**config.mk**
```make
export PLATFORM = sky130hd
export DESIGN_NAME = load_store_unit
export DESIGN_NICKNAME = d
export VERILOG_FILES = /design/src/rtl/lsu_pkg.sv /design/src/rtl/lsu_align.sv /design/src/rtl/load_store_unit.sv
export SDC_FILE = /design/constraint.sdc
export NUM_CORES = 1
export LEC_CHECK = 0
export ABC_AREA = 1
export BUFFER_PORTS_ARGS = -buffer_cell sky130_fd_sc_hd__clkbuf_2
export CAP_MARGIN = 5
export CORE_MARGIN = 4
export CORE_UTILIZATION = 43
export DETAILED_ROUTE_END_ITERATION = 16
export GPL_TIMING_DRIVEN = 0
export PLACE_DENSITY = 0.81
export SYNTH_ARGS = -nofsm -noshare
export SYNTH_HDL_FRONTEND = slang
export SYNTH_SLANG_ARGS = --single-unit
```
**constraint.sdc**
```tcl
create_clock -name clk -period 1.6 [get_ports clk]
set_input_delay 0.16 -clock clk [delete_from_list [all_inputs] [get_ports clk]]
set_output_delay 0.16 -clock clk [all_outputs]
set_load 0.05 [all_outputs]
```
**src/rtl/lsu_pkg.sv**
```systemverilog
// Shared definitions for the load/store unit: access-size encodings, FSM states
// and the alignment check.
package lsu_pkg;

  localparam logic [1:0] SIZE_B = 2'b00;
  localparam logic [1:0] SIZE_H = 2'b01;
  localparam logic [1:0] SIZE_W = 2'b10;

  typedef enum logic [1:0] {
    IDLE,
    ISSUE,
    WAIT_R,
    RESP
  } lsu_state_t;

  // Reserved size 2'b11 is handled as a word access.
  function automatic logic is_misaligned(input logic [1:0] size, input logic [1:0] off);
    case (size)
      SIZE_B:  is_misaligned = 1'b0;
      SIZE_H:  is_misaligned = off[0];
      default: is_misaligned = (off != 2'b00);
    endcase
  endfunction

endpackage

```
**src/rtl/lsu_align.sv**
```systemverilog
// Byte-lane steering for the load/store unit: store strobes and lane-replicated
// write data, plus load field extraction with sign or zero extension.
module lsu_align
  import lsu_pkg::*;
#(
  parameter int XLEN = 32
) (
  input  logic [1:0]      size,
  input  logic [1:0]      off,
  input  logic            is_unsigned,
  input  logic [XLEN-1:0] wdata,
  input  logic [XLEN-1:0] rdata,
  output logic [3:0]      wstrb,
  output logic [XLEN-1:0] wdata_lane,
  output logic [XLEN-1:0] rdata_ext
);

  logic [7:0]  rbyte;
  logic [15:0] rhalf;

  always_comb begin
    rbyte      = rdata[{off, 3'b000} +: 8];
    rhalf      = rdata[{off[1], 4'b0000} +: 16];
    wstrb      = '1;
    wdata_lane = wdata;
    rdata_ext  = rdata;
    case (size)
      SIZE_B: begin
        wstrb      = 4'b0001 << off;
        wdata_lane = {4{wdata[7:0]}};
        rdata_ext  = {{24{rbyte[7] & ~is_unsigned}}, rbyte};
      end
      // Only off[1] picks the half; a stray off[0] is dropped here.
      SIZE_H: begin
        wstrb      = 4'b0011 << {off[1], 1'b0};
        wdata_lane = {2{wdata[15:0]}};
        rdata_ext  = {{16{rhalf[15] & ~is_unsigned}}, rhalf};
      end
      default: ;
    endcase
  end

endmodule

```
**src/rtl/load_store_unit.sv**
```systemverilog
// Data-memory access stage: one load/store at a time, valid/ready request to
// memory, aligned/extended load result pulse. Optional macro LSU_MISALIGN_TRAP_EN.
module load_store_unit
  import lsu_pkg::*;
#(
  parameter int XLEN = 32
) (
  input  logic            clk,
  input  logic            rst,
  input  logic            req_valid,
  output logic            req_ready,
  input  logic            req_we,
  input  logic [XLEN-1:0] req_addr,
  input  logic [XLEN-1:0] req_wdata,
  input  logic [1:0]      req_size,
  input  logic            req_unsigned,
  output logic            dmem_valid,
  input  logic            dmem_ready,
  output logic            dmem_we,
  output logic [XLEN-1:0] dmem_addr,
  output logic [XLEN-1:0] dmem_wdata,
  output logic [3:0]      dmem_wstrb,
  input  logic            dmem_rvalid,
  input  logic [XLEN-1:0] dmem_rdata,
  output logic            resp_valid,
  output logic [XLEN-1:0] resp_data,
  output logic            resp_err,
  output logic            stall
);

  lsu_state_t      state, state_nxt;
  logic            we_q;
  logic [XLEN-1:0] addr_q;
  logic [XLEN-1:0] wdata_q;
  logic [1:0]      size_q;
  logic            uns_q;
  logic            trap;
  logic            err_q;
  logic [3:0]      strb;
  logic [XLEN-1:0] wlane;
  logic [XLEN-1:0] rext;

`ifdef LSU_MISALIGN_TRAP_EN
  assign trap     = is_misaligned(req_size, req_addr[1:0]);
  assign resp_err = err_q;
`else
  assign trap     = 1'b0;
  assign resp_err = 1'b0;
`endif

  lsu_align #(.XLEN(XLEN)) u_align (
    .size        (size_q),
    .off         (addr_q[1:0]),
    .is_unsigned (uns_q),
    .wdata       (wdata_q),
    .rdata       (dmem_rdata),
    .wstrb       (strb),
    .wdata_lane  (wlane),
    .rdata_ext   (rext)
  );

  assign dmem_we    = we_q;
  assign dmem_addr  = {addr_q[XLEN-1:2], 2'b00};
  assign dmem_wdata = wlane;
  assign dmem_wstrb = we_q ? strb : '0;

  always_comb begin
    state_nxt  = state;
    req_ready  = 1'b0;
    dmem_valid = 1'b0;
    resp_valid = 1'b0;
    stall      = 1'b0;
    case (state)
      IDLE: begin
        req_ready = 1'b1;
        stall     = req_valid;
        if (req_valid) state_nxt = trap ? RESP : ISSUE;
      end
      ISSUE: begin
        dmem_valid = 1'b1;
        stall      = 1'b1;
        if (dmem_ready) state_nxt = we_q ? RESP : WAIT_R;
      end
      WAIT_R: begin
        stall = 1'b1;
        if (dmem_rvalid) state_nxt = RESP;
      end
      RESP: begin
        resp_valid = 1'b1;
        state_nxt  = IDLE;
      end
      default: state_nxt = IDLE;
    endcase
  end

  always_ff @(posedge clk) begin
    if (rst) begin
      state     <= IDLE;
      we_q      <= 1'b0;
      addr_q    <= '0;
      wdata_q   <= '0;
      size_q    <= '0;
      uns_q     <= 1'b0;
      resp_data <= '0;
      err_q     <= 1'b0;
    end else begin
      state <= state_nxt;
      if (state == IDLE && req_valid) begin
        we_q      <= req_we;
        addr_q    <= req_addr;
        wdata_q   <= req_wdata;
        size_q    <= req_size;
        uns_q     <= req_unsigned;
        resp_data <= '0;
        err_q     <= trap;
      end
      if (state == WAIT_R && dmem_rvalid) resp_data <= rext;
    end
  end

endmodule

```
* Word-level counts from Yosys, hierarchy flattened *
Cells that the tools add are included.

word-level totals
  output and inout port bits = 106
  register bits = 102
  word-level logic and storage cells = 43
  input port bits = 105

cells by class
  eq/ne operators = 7
  bitwise operators = 3
  reduce and logical (&&, ||, !) cells = 7
  shifts and indexed selects = 4
  muxes and demuxes = 15

operators by type and width
  kind                   number
  $pmux W32 S2           2
  $mux W32               2
  $shiftx A32 B6 Y16     1
  $shiftx A32 B6 Y8      1
  $pmux W2 S4            1
  $pmux W4 S2            1
  $mux W2                3
  $ne A2 B2 Y1 const B   3
  $eq A2 B1 Y1 const B   2
  $eq A2 B2 Y1 const B   2
  $logic_not A2 Y1       2
  $mux W1                4
  $mux W4                1
  $shl A1 B2 Y4 const A  1
  $shl A2 B2 Y4 const A  1
  $reduce_and A3 Y1      1
  $and A1 B1 Y1          2
  $logic_and A1 B1 Y1    2
  $pmux W1 S2            1
  $reduce_bool A2 Y1     1
  $reduce_or A2 Y1       1
  $not A1 Y1             1

* Longest topological paths before layout *
Gate-level depths: netlist of the first run.

  depth after elaboration = 4
  depth in mapped cells = 9
  gate-level depth less buffers = 8

* By module *
Synthesis of the first run repeated with hierarchy kept, for this count alone.

second synthesis, totals
  cell total of the unflattened synthesis = 748
  area, all modules = 5,560.3 um^2

modules (own cells, without submodules)
  module           area an instance (um^2)  cells an instance  instances  seq. area each (um^2)
  load_store_unit  4,409.2                  517                1          2,042.0
  lsu_align        1,151.1                  231                1          0.0

* Least setup slack after synthesis of the first run *
Ideal clock, no wire load.

  kind = flip-flop to output port
  from = register state[1]
  to = output port stall
  stages on the path, launching flop included = 8
  path buffers = 1
  path slack = -651 ps
  required time = 1,440 ps
  arrival = 2,091 ps
  cells stage by stage = dfxtp_1 inv_1 ha_1 nand2_1 inv_1 clkbuf_1 nor2_1 nor2_1

between the ends
  word-level cells in the longest chain between the ends = 3
  elaborated cells on any way between the ends = 5
  classes of those cells = eq/ne (2); mux (1); reduce/logical (2)

RTL lines
  item                                          line                    RTL
  start: declaration                            load_store_unit.sv:31   lsu_state_t state, state_nxt;
  start signal: assignment                      load_store_unit.sv:107  state <= state_nxt;
  $eq A2 B2 Y1 or $eq A2 B1 Y1 (tied branches)  load_store_unit.sv:73   case (state)
  $reduce_or A2 Y1 (no source line)             n/a
  $pmux W1 S2 *                                 load_store_unit.sv:73
  end: declaration                              load_store_unit.sv:28   output logic stall

Mark *: on every way between the ends. The rest lies on a longest branch, timed or not.

* Worst setup path in the final report of the first run *
  from = register size_q[1]
  to = output port dmem_wdata[27]

between the ends
  word-level cells in the longest chain between the ends = 2
  elaborated cells on any way between the ends = 3
  classes of those cells = eq/ne (1); mux (1); reduce/logical (1)

RTL lines
  item                                              line                    RTL
  start: declaration                                load_store_unit.sv:35   logic [1:0] size_q;
  start signal: assignment                          load_store_unit.sv:112  size_q <= req_size;
  $eq A2 B1 Y1 or $logic_not A2 Y1 (tied branches)  lsu_align.sv:27         case (size)
  $pmux W32 S2 *                                    lsu_align.sv:27
  end: declaration                                  load_store_unit.sv:21   output logic [XLEN-1:0] dmem_wdata,

Marked as above.

==> reports/metrics.cfg, run 1 <==
[drt]
first_pass_iters = 5
wl_per_cell_um = 15.6
drtIter0Drc = 434
drc_errors = 0
routed_via_density = 5.16
ant_nets = 0
wl_mm = 17.0
via_count = 5611

[global_route]
grt_overflow_total = 0
grt_use_total = 0.245
grt_pass1_vias = 5133
grt_antenna_before_repair = 0
grt_max_degree = 20
grt_pass1_wl_mm = 25.3

[setup_path]
crit_fanout = 6
cpPeakStageDelay_ps = 310
crit_required_ps = 1440
critPathMostFrequentCell = buf_6
crit_type = reg2out
cp_top_family = buffers and inverters
worstPathCellList = buf_6 > nor2_4 > buf_6 > nand2_1 > o211ai_1 > clkbuf_8
critPathLaunchType = flip-flop
end_kind = primary output
arrival_ps = 1590
critPathSlowestCell = dfxtp_1
path_buf_inv = 3

[logic_synthesis]
synth_area_per_cell_um2 = 6.94
synth_area_leader_cell = dfxtp_1
synthAdderAreaFrac = 0.0128
async_reset_ff_frac = 0
synth_compound_area_frac = 0.165
synth_xor_area_frac = 0
synthTopCellsByArea = dfxtp_1, nand2_1, a21oi_1
yosys_warnings = 0
synth-edff-count = 0
synth_common_cells = nand2_1, dfxtp_1, a21oi_1
yosysSeqAreaShare = 0.419
synth_area_um2 = 4870
synth_mux_area_frac = 0
synth_ff_type = dfxtp_1
ys_ff_latch = 102
syn_inst = 702
synth_top_area_frac = 0.419
synth_top_family_by_area = simple AND/OR/NAND/NOR gates
yosysMostFrequentCell = nand2_1
synth-simple-area-share = 0.275
yosysUniqueCellTypes = 27

[place]
io_buffers = 206
dp.final_hpwl_mm = 12.1
place_congestion = 0.918
place_ws_ps = -248
dpl_cell_area_um2 = 6160

[pwr]
p_switching_w = 0.00560
switching_share = 0.453
internal_power_w = 0.00675
ir_worst_vdd_mv = 1.35
power_frac_comb = 0.543
clkPwrFrac = 0.194
power_leakage_nw = 3.39
p_per_area_nw_per_um2 = 1710
seqPwrFrac = 0.263

[floorplan]
start_util = 0.443
io_pins = 211
die_y_um = 114
die-area_um2 = 13100
rows = 38
design.core.area_um2 = 11000
die-width_um = 114

[clocking]
cts_htree_levels = 3
clk_pin_slew_ps = 80
numClockSinks = 102
hold_buffers = 0
cts.path.max_buffers = 2
clock_latency_ps = 350
cts_tree = yes
root_buffer = clkbuf_16
cts_inserted_buffers = 9

[sta]
skew_ps = 8.94
timing_worst_slew_pin_value_ps = 625
fin_crit_sh = 1.09
rsz0062_at_grt = true
hold_viol = 0
setup_viol = 24
drv_slew = 0
period_minus_slack_ps = 1750
max_freq_ghz = 0.572
setup_tns_ps = -1670
slew_headroom = 0.584
finalWorstSetupSlack_ps = -148

[layout]
drive_gt1_frac = 0.396
areaGrowthSynthToFinish_pct = 47.9
final_nets = 1053
stdcell_area_um2 = 7200
n_antenna_cell = 0

[status]
violations = negative setup slack
status = finished, violations left

[min_path]
hp-class = in2reg

[run]
cap_viol_max_count = 0

## power by group through the flow
stage / clock network, W / logic (W) / registers [W]
4_1_cts: 0.00242 / 0.00611 / 0.00322
3_3_place_gp: 0 / 0.00541 / 0.00325
2_1_floorplan: 0 / 0.00387 / 0.00353
5_1_grt: 0.00252 / 0.00716 / 0.00330
6_report: 0.00240 / 0.00671 / 0.00325
3_5_place_dp: 0 / 0.00544 / 0.00326
## worst reg2reg max path, stage by stage (launching register included)
cell	delay [ps]
dfxtp_1	330
buf_6	140
buf_4	150
inv_8	50
clkbuf_16	150
buf_4	140
buf_4	160
nor2_1	90
nor2_1	40
nand3_1	130
a21oi_1	80
## cell families (layout without fill, tap and decap cells)
logic type,after synthesis,count (layout)
other,1,3
adder cells (fa/ha/maj),5,5
AND/OR/NAND/NOR,335,335
AO/OA/AOI/OAI,143,143
buffers and inverters,116,360
flip-flops,102,102
## registers in the layout (all words and copies together), names as in the netlist
signal	count
uns_q	1
state	2
addr_q	32
dmem_we	1
resp_data	32
wdata_q	32
size_q	2
## per-layer routing
metal / global-route usage / wire (µm)
met3: 0.0703 / 1740
met5: 0 / 0
met4: 0.0776 / 493
met1: 0.298 / 6540
met2: 0.418 / 8210
## final timing paths
kind | slack (ps) | cells after the start | endpoint | from
worst max-delay path | -150 | 6 | dmem_wdata[27] | size_q[1]$_SDFFE_PP0P_
worst min-delay path | 30 | 3 | addr_q[8]$_SDFFE_PP0P_ | req_addr[8]
worst max register to register | 10 | 10 | resp_data[4]$_SDFFE_PP0P_ | size_q[1]$_SDFFE_PP0P_
worst min register to register | 460 | 2 | resp_data[11]$_SDFFE_PP0P_ | resp_data[11]$_SDFFE_PP0P_
## stage by stage
stage	hold slack [ps]	total power (W)	util	instances
after floorplan	304	0.00740	-	704
after global placement	392	0.00865	0.561	1050
after detailed placement	397	0.00870	0.561	1050
after CTS	26.1	0.0118	0.628	1073
after global routing	36.8	0.0130	0.656	1088
final	32.6	0.0124	0.656	1088
## cell type report
class / count / area (µm²)
Fill cell: 937 / 3780
Multi-Input combinational cell: 486 / 2420
Sequential cell: 102 / 2050
Timing Repair Buffer: 230 / 1500
Buffer: 83 / 606
Clock buffer: 10 / 229
Tap cell: 140 / 175
Inverter: 31 / 139
Clock inverter: 6 / 93.8
## what timing repair did
item	CTS	global route
setup endpoints to repair	127	114
pin swaps	8	20
cloned	1	1
buffers inserted	8	14
hold endpoints to repair	0	0
gates resized for setup	102	80
## cells in the final DEF (no fill, tap or decap), drive strengths merged
cell type	count
o21ai	12
o2111ai	5
conb	3
dfxtp	102
clkinvlp	1
nand3	21
o22ai	7
bufinv	2
o211ai	9
a21oi	95
nand2	258
buf	107
ha	5
nor3	2
a211oi	15
nor2	54
clkbuf	216
inv	33
clkinv	1
No activity file was read; power rests on OpenSTA's default activity.
==> inputs of run 2 (changes only) <==
--- a/config.mk
+++ b/config.mk
@@ -5,7 +5,6 @@
 export SDC_FILE = /design/constraint.sdc
 export NUM_CORES = 1
 export LEC_CHECK = 0
-export ABC_AREA = 1
 export BUFFER_PORTS_ARGS = -buffer_cell sky130_fd_sc_hd__clkbuf_2
 export CAP_MARGIN = 5
 export CORE_MARGIN = 4
@@ -16,3 +15,4 @@
 export SYNTH_ARGS = -nofsm -noshare
 export SYNTH_HDL_FRONTEND = slang
 export SYNTH_SLANG_ARGS = --single-unit
+export TNS_END_PERCENT = 10
==> run 2 against run 1 <==
Compared with the run above: the flow still finishes with violations (negative setup slack); worst hold slack lost 9.4 ps; global-route usage increased by 0.50 points; sequential cell count did not move; setup slack got worse by 18 ps; area after synthesis shrank 0.51%; first-iteration DRC count fell by 11%.
==> reports/metrics.cfg, run 2 <==
[clocking]
cts_htree_levels = 3  ; unchanged
numClockSinks = 102  ; unchanged
cts.path.max_buffers = 2  ; unchanged
clk_pin_slew_ps = 70  ; about the same
root_buffer = clkbuf_16
clock_latency_ps = 360  ; about the same
cts_inserted_buffers = 9  ; unchanged
cts_tree = yes

[layout]
regArea_um2 = 2060  ; +0.49%
nFillCells = 842  ; -10%
mostFrequentLayoutCell = clkbuf_2
multiInputGateArea_um2 = 2660  ; +9.9%
areaGrowthSynthToFinish_pct = 56.1
n_antenna_cell = 0  ; unchanged
final_cell_mix = clkbuf_2, nand2_1, dfxtp_1
drive_gt1_frac = 0.483  ; +0.0869
final_nets = 934  ; -11%
top_regs = addr_q (32), resp_data (32), wdata_q (32)

[sta]
max_freq_ghz = 0.566  ; -1.0%
setup_viol = 54  ; +130%
rsz0062_at_grt = true
skew_ps = 13.5  ; +4.59 ps
slew_headroom = 0.630  ; +0.0467
timing_worst_slew_pin_value_ps = 555  ; -70.1 ps
period_minus_slack_ps = 1770  ; +17.9 ps
fin_crit_sh = 1.10  ; +0.0112
hold_ws_ps = 23.2  ; -9.40 ps
drv_slew = 0  ; unchanged
hold_viol = 0  ; unchanged
finalWorstSetupSlack_ps = -166  ; -17.9 ps

[pwr]
power_leakage_nw = 3.46  ; +2.0%
ir_worst_vdd_mv = 1.17  ; -13%
p_per_area_nw_per_um2 = 1630  ; -5.0%
finalPower_w = 0.0123  ; -0.20%

[logic_synthesis]
synth_area_um2 = 4850  ; -0.51%
synth_ff_type = dfxtp_1
yosys_warnings = 0  ; unchanged
synth_area_per_cell_um2 = 8.26  ; +19%
yosysMostFrequentCell = nand2_1
syn_inst = 587  ; -16%
synth_area_leader_cell = dfxtp_1
synthTopCellsByArea = dfxtp_1, nand2_1, a21oi_1
async_reset_ff_frac = 0  ; unchanged
ys_ff_latch = 102  ; unchanged
synth_top_area_frac = 0.421  ; +0.00216
yosysUniqueCellTypes = 41  ; +52%
synth_common_cells = nand2_1, dfxtp_1, a21oi_1
yosysSeqAreaShare = 0.421  ; +0.00216
synth-edff-count = 0  ; unchanged

[drt]
routed_via_density = 5.38  ; +4.4%
ant_nets = 0  ; unchanged
via_count = 5218  ; -7.0%
first_pass_iters = 5  ; unchanged
wl_per_cell_um = 17.8  ; +14%
drtIter0Drc = 388  ; -11%
wl_mm = 17.2  ; +1.5%
drc_errors = 0  ; unchanged

[setup_path]
end_kind = primary output
crit_fanout = 5  ; -1
critPathLaunchType = flip-flop
crit_type = reg2out
arrival_ps = 1610  ; +20 ps
crit_required_ps = 1440  ; about the same

[floorplan]
io_pins = 211  ; unchanged
start_util = 0.443  ; about the same
die-area_um2 = 13000  ; -0.47%
rows = 38  ; unchanged
die-width_um = 114  ; -0.24%
design.core.area_um2 = 10900  ; -0.43%
die_y_um = 114  ; -0.24%

[place]
place_ws_ps = -478  ; -230 ps
dp.final_hpwl_mm = 11.5  ; -4.7%
io_buffers = 206  ; unchanged
place_congestion = 0.863  ; -6.0%

[min_path]
hp-class = in2reg

[status]
status = finished, violations left
violations = negative setup slack

[global_route]
grt_overflow_total = 0  ; unchanged
grt_antenna_before_repair = 0  ; unchanged
grt_pass1_wl_mm = 25.5  ; +0.90%
grt_use_total = 0.250  ; +0.00504
grt_pass1_vias = 4924  ; -4.1%
grt_max_degree = 17  ; -15%

[run]
cap_viol_max_count = 0  ; unchanged

run 2: changes by cell type after synthesis, sizes merged, moves of 10 or more:
cell	change
mux2i	+11
a221o	+16
inv	-17
nand3	-21
clkbuf	+11
mux2	+18
buf	-10
nor2	-47
nand2	-103
run 2: stage by stage:
stage	utilization	cell area, µm²	TNS, ps	cells
2_1_floorplan	-	5030	-1940	589
3_3_place_gp	0.570	6240	-30130	935
3_5_place_dp	0.570	6240	-32930	935
4_1_cts	0.675	7390	-5620	966
5_1_grt	0.692	7570	-7920	969
6_report	0.692	7570	-3880	969
run 2: what timing repair did:
action / CTS / global route
pin swaps: 7 / 10
hold buffers: 0 / 0
cloned: 2 / 0
buffers inserted: 15 / 5
endpoints found under the setup margin: 114 / 117
resized for setup: 161 / 58
run 2: final timing paths:
path / from / end / slack [ps] / cells past startpoint
max: size_q[0]$_SDFFE_PP0P_ / dmem_wdata[11] / -170 / 5
min: req_addr[15] / addr_q[15]$_SDFFE_PP0P_ / 20 / 3
max reg2reg: state[1]$_SDFFE_PP0P_ / resp_data[19]$_SDFFE_PP0P_ / -130 / 9
min reg2reg: addr_q[15]$_SDFFE_PP0P_ / addr_q[15]$_SDFFE_PP0P_ / 450 / 2
run 2: layer usage:
| metal | share of wire | wire length (µm) | vias to the layer above | global-route usage |
|---|---|---|---|---|
| met3 | 0.097 | 1670 | 37 | 0.0867 |
| met2 | 0.48 | 8350 | 303 | 0.410 |
| met1 | 0.39 | 6750 | 2426 | 0.302 |
| li1 | - | - | 2452 | - |
| met5 | 0 | 0 | - | 0 |
| met4 | 0.028 | 484 | 0 | 0.0966 |
run 2: worst max-delay path, stage by stage (launching register included):
cell and delay, ps:
dfxtp_4 380, nor2_4 120, buf_6 130, buf_16 120
mux2_4 320, clkbuf_16 180
run 2: kinds of logic (layout without fill, tap and decap cells):
family / count (synthesis) / in the layout / share of synthesized area
adder cells (fa/ha/maj): 5 / 5 / 0.0129
buffers and inverters: 101 / 341 / 0.117
AND/OR/NAND/NOR: 181 / 181 / 0.157
multiplexers: 29 / 29 / 0.0653
flip-flops: 102 / 102 / 0.421
AO/OA/AOI/OAI: 168 / 168 / 0.226
other: 1 / 3 / 0.000774
run 2: area by class of cell:
class,instances,share of cell area
flip-flops and latches,102,0.272
well taps,140,0.0232
multi-input cells,386,0.351
clock buffers,11,0.0308
clock inverters,5,0.0109
repair buffers,227,0.211
plain buffers,83,0.0929
inverters,15,0.00843
run 2: where the power goes:
part	switching, W	internal, W	leakage (nW)
logic	0.00398	0.00258	2.47
clock network	0.00102	0.00138	0.154
registers	0.000371	0.00300	0.836
total	0.00537	0.00696	3.46
==> inputs of run 3 (changes only) <==
--- a/config.mk
+++ b/config.mk
@@ -10,8 +10,9 @@
 export CORE_MARGIN = 4
 export CORE_UTILIZATION = 43
 export DETAILED_ROUTE_END_ITERATION = 16
+export GPL_ROUTABILITY_DRIVEN = 0
 export GPL_TIMING_DRIVEN = 0
-export PLACE_DENSITY = 0.81
+export PLACE_DENSITY = 0.8
 export SYNTH_ARGS = -nofsm -noshare
 export SYNTH_HDL_FRONTEND = slang
 export SYNTH_SLANG_ARGS = --single-unit
==> run 3 against run 2 <==
Compared with the run above: the run still ends with negative setup slack left; cell count is 0.31% higher; clock skew decreased by 6.8 ps; critical path depth unchanged; critical path type unchanged.
==> reports/metrics.cfg, run 3 (synthesized netlist as in run 2, its figures left out) <==
[drt]
drc_errors = 0  ; unchanged
first_pass_iters = 5  ; unchanged
drtIter0Drc = 400  ; +3.1%
routed_via_density = 5.25  ; -2.5%
wl_mm = 16.4  ; -4.9%
wl_per_cell_um = 16.9  ; -5.2%
via_count = 5104  ; -2.2%
ant_nets = 0  ; unchanged

[global_route]
grt_pass1_wl_mm = 24.6  ; -3.6%
grt.met1_usage = 0.292  ; -0.0103
grt_pass1_vias = 4879  ; -0.91%
grt_use_total = 0.237  ; -0.0129
use_met2 = 0.398  ; -0.0117
grt_overflow_total = 0  ; unchanged
grt_antenna_before_repair = 0  ; unchanged
met3_usage = 0.0692  ; -0.0174
grt_max_degree = 19  ; +2
grt.busiest_layer = met2

[floorplan]
die-width_um = 114  ; unchanged
die-area_um2 = 13000  ; unchanged
design.core.area_um2 = 10900  ; unchanged
die_y_um = 114  ; unchanged
io_pins = 211  ; unchanged
start_util = 0.443  ; unchanged
rows = 38  ; unchanged

[clocking]
cts.path.max_buffers = 2  ; unchanged
cts_htree_levels = 3  ; unchanged
hold_buffers = 0  ; unchanged
clk_pin_slew_ps = 70  ; about the same
cts_tree = yes
clock_latency_ps = 350  ; about the same
numClockSinks = 102  ; unchanged
cts_inserted_buffers = 9  ; unchanged
root_buffer = clkbuf_16

[layout]
areaGrowthSynthToFinish_pct = 52.5
stdcell_count = 972  ; +0.31%
stdcell_area_um2 = 7390  ; -2.3%
drive_gt1_frac = 0.474  ; -0.00895
top_regs = addr_q (32), resp_data (32), wdata_q (32)
n_antenna_cell = 0  ; unchanged
final_cell_mix = clkbuf_2, nand2_1, dfxtp_1
final_nets = 937  ; +0.32%
mostFrequentLayoutCell = clkbuf_2

[status]
status = finished, violations left
violations = negative setup slack

[sta]
max_freq_ghz = 0.579  ; +2.2%
period_minus_slack_ps = 1730  ; -37.7 ps
fin_crit_sh = 1.08  ; -0.0236
drv_slew = 0  ; unchanged
slew_headroom = 0.635  ; +0.00448
skew_ps = 6.69  ; -6.84 ps
setup_viol = 49  ; -9.3%
timing_worst_slew_pin_value_ps = 548  ; -6.72 ps
rsz0062_at_grt = true
finalWorstSetupSlack_ps = -128  ; +37.7 ps
hold_viol = 0  ; unchanged

[run]
cap_viol_max_count = 0  ; unchanged

[pwr]
power_frac_comb = 0.539  ; +0.007
power_leakage_nw = 3.38  ; -2.2%
internal_power_w = 0.00655  ; -5.8%
p_per_area_nw_per_um2 = 1600  ; -1.7%
clkPwrFrac = 0.178  ; -0.016
seqPwrFrac = 0.283  ; +0.010
switching_share = 0.446  ; +0.0109
p_switching_w = 0.00528  ; -1.6%
ir_worst_vdd_mv = 1.10  ; -5.7%

[place]
dp.final_hpwl_mm = 11.4  ; -1.0%
dpl_cell_area_um2 = 6240  ; unchanged
io_buffers = 206  ; unchanged
dp_cells = 935  ; unchanged

[setup_path]
arrival_ps = 1570  ; -40 ps
crit_type = reg2out
crit_fanout = 6  ; +1
critPathLaunchType = flip-flop
critPathSlowestCell = dfxtp_2
cpPeakStageDelay_ps = 320  ; -60 ps
path_buf_inv = 3  ; unchanged
cp_top_family = buffers and inverters
crit_required_ps = 1440  ; about the same
end_kind = primary output
worstPathCellList = buf_6 > nor2_4 > buf_8 > mux2_4 > clkbuf_16

[min_path]
hp-class = in2reg

## run 3: changes by cell type in the layout (fill, tap and decap cells not counted), moves of 3 or more
cell        before  now
a221oi_1         2    8
a221oi_2         7    1
buf_4           55   61
clkinvlp_4       0    4
a2bb2oi_1        3    6
a2bb2oi_2        4    1
clkbuf_16       18   15
clkbuf_8         4    7
## run 3: layout make-up
type | instances | area, µm²
fillers | 891 | 3540
multi-input cells | 386 | 2580
flip-flops and latches | 102 | 2060
repair buffers | 230 | 1540
plain buffers | 83 | 687
clock buffers | 9 | 225
well taps | 140 | 175
inverters | 15 | 68.8
clock inverters | 7 | 58.8
## run 3: routing by layer
| layer | part of all wire | up-vias |
|---|---|---|
| li1 | - | 2464 |
| met1 | 0.40 | 2348 |
| met2 | 0.48 | 266 |
| met3 | 0.10 | 26 |
| met4 | 0.019 | 0 |
| met5 | 0 | - |
## run 3: repair_timing
item,4_1_cts,5_1_grt
buffers inserted,14,10
pin swaps,11,9
gates resized for setup,157,45
endpoints found under the setup margin,122,114
cloned,1,1
## run 3: power by group through the flow
stage / clock network [W] / registers [W] / logic, W
2_1_floorplan: 0 / 0.00359 / 0.00374
3_3_place_gp: 0 / 0.00333 / 0.00513
3_5_place_dp: 0 / 0.00334 / 0.00519
4_1_cts: 0.00214 / 0.00333 / 0.00617
5_1_grt: 0.00223 / 0.00340 / 0.00672
6_report: 0.00211 / 0.00335 / 0.00637
## run 3: tightest hold or removal path: cells and delay by family
kind | cells | cell delay (ps)
AOI/OAI and AO/OA | 1 | 50
buffers and inverters | 1 | 80
and+or+nand+nor | 1 | 40
## run 3: through the flow
step	setup WS (ps)	hold WS (ps)	TNS, ps	power (W)	util
2_1_floorplan	-214	296	-1940	0.00733	-
3_3_place_gp	-481	384	-28940	0.00846	0.570
3_5_place_dp	-483	389	-31550	0.00853	0.570
4_1_cts	-206	12.8	-4900	0.0116	0.666
5_1_grt	-164	25.0	-6770	0.0124	0.676
6_report	-128	19.9	-2770	0.0118	0.676
## run 3: final timing paths
path,startpoint,to,slack (ps),cells past startpoint
hold / removal,req_addr[1],addr_q[1]$_SDFFE_PP0P_,20,3
setup reg to reg,state[0]$_SDFFE_PP0P_,wdata_q[21]$_SDFFE_PP0P_,-60,7
setup / recovery,size_q[0]$_SDFFE_PP0P_,dmem_wdata[8],-130,5
hold reg to reg,addr_q[16]$_SDFFE_PP0P_,addr_q[16]$_SDFFE_PP0P_,450,2
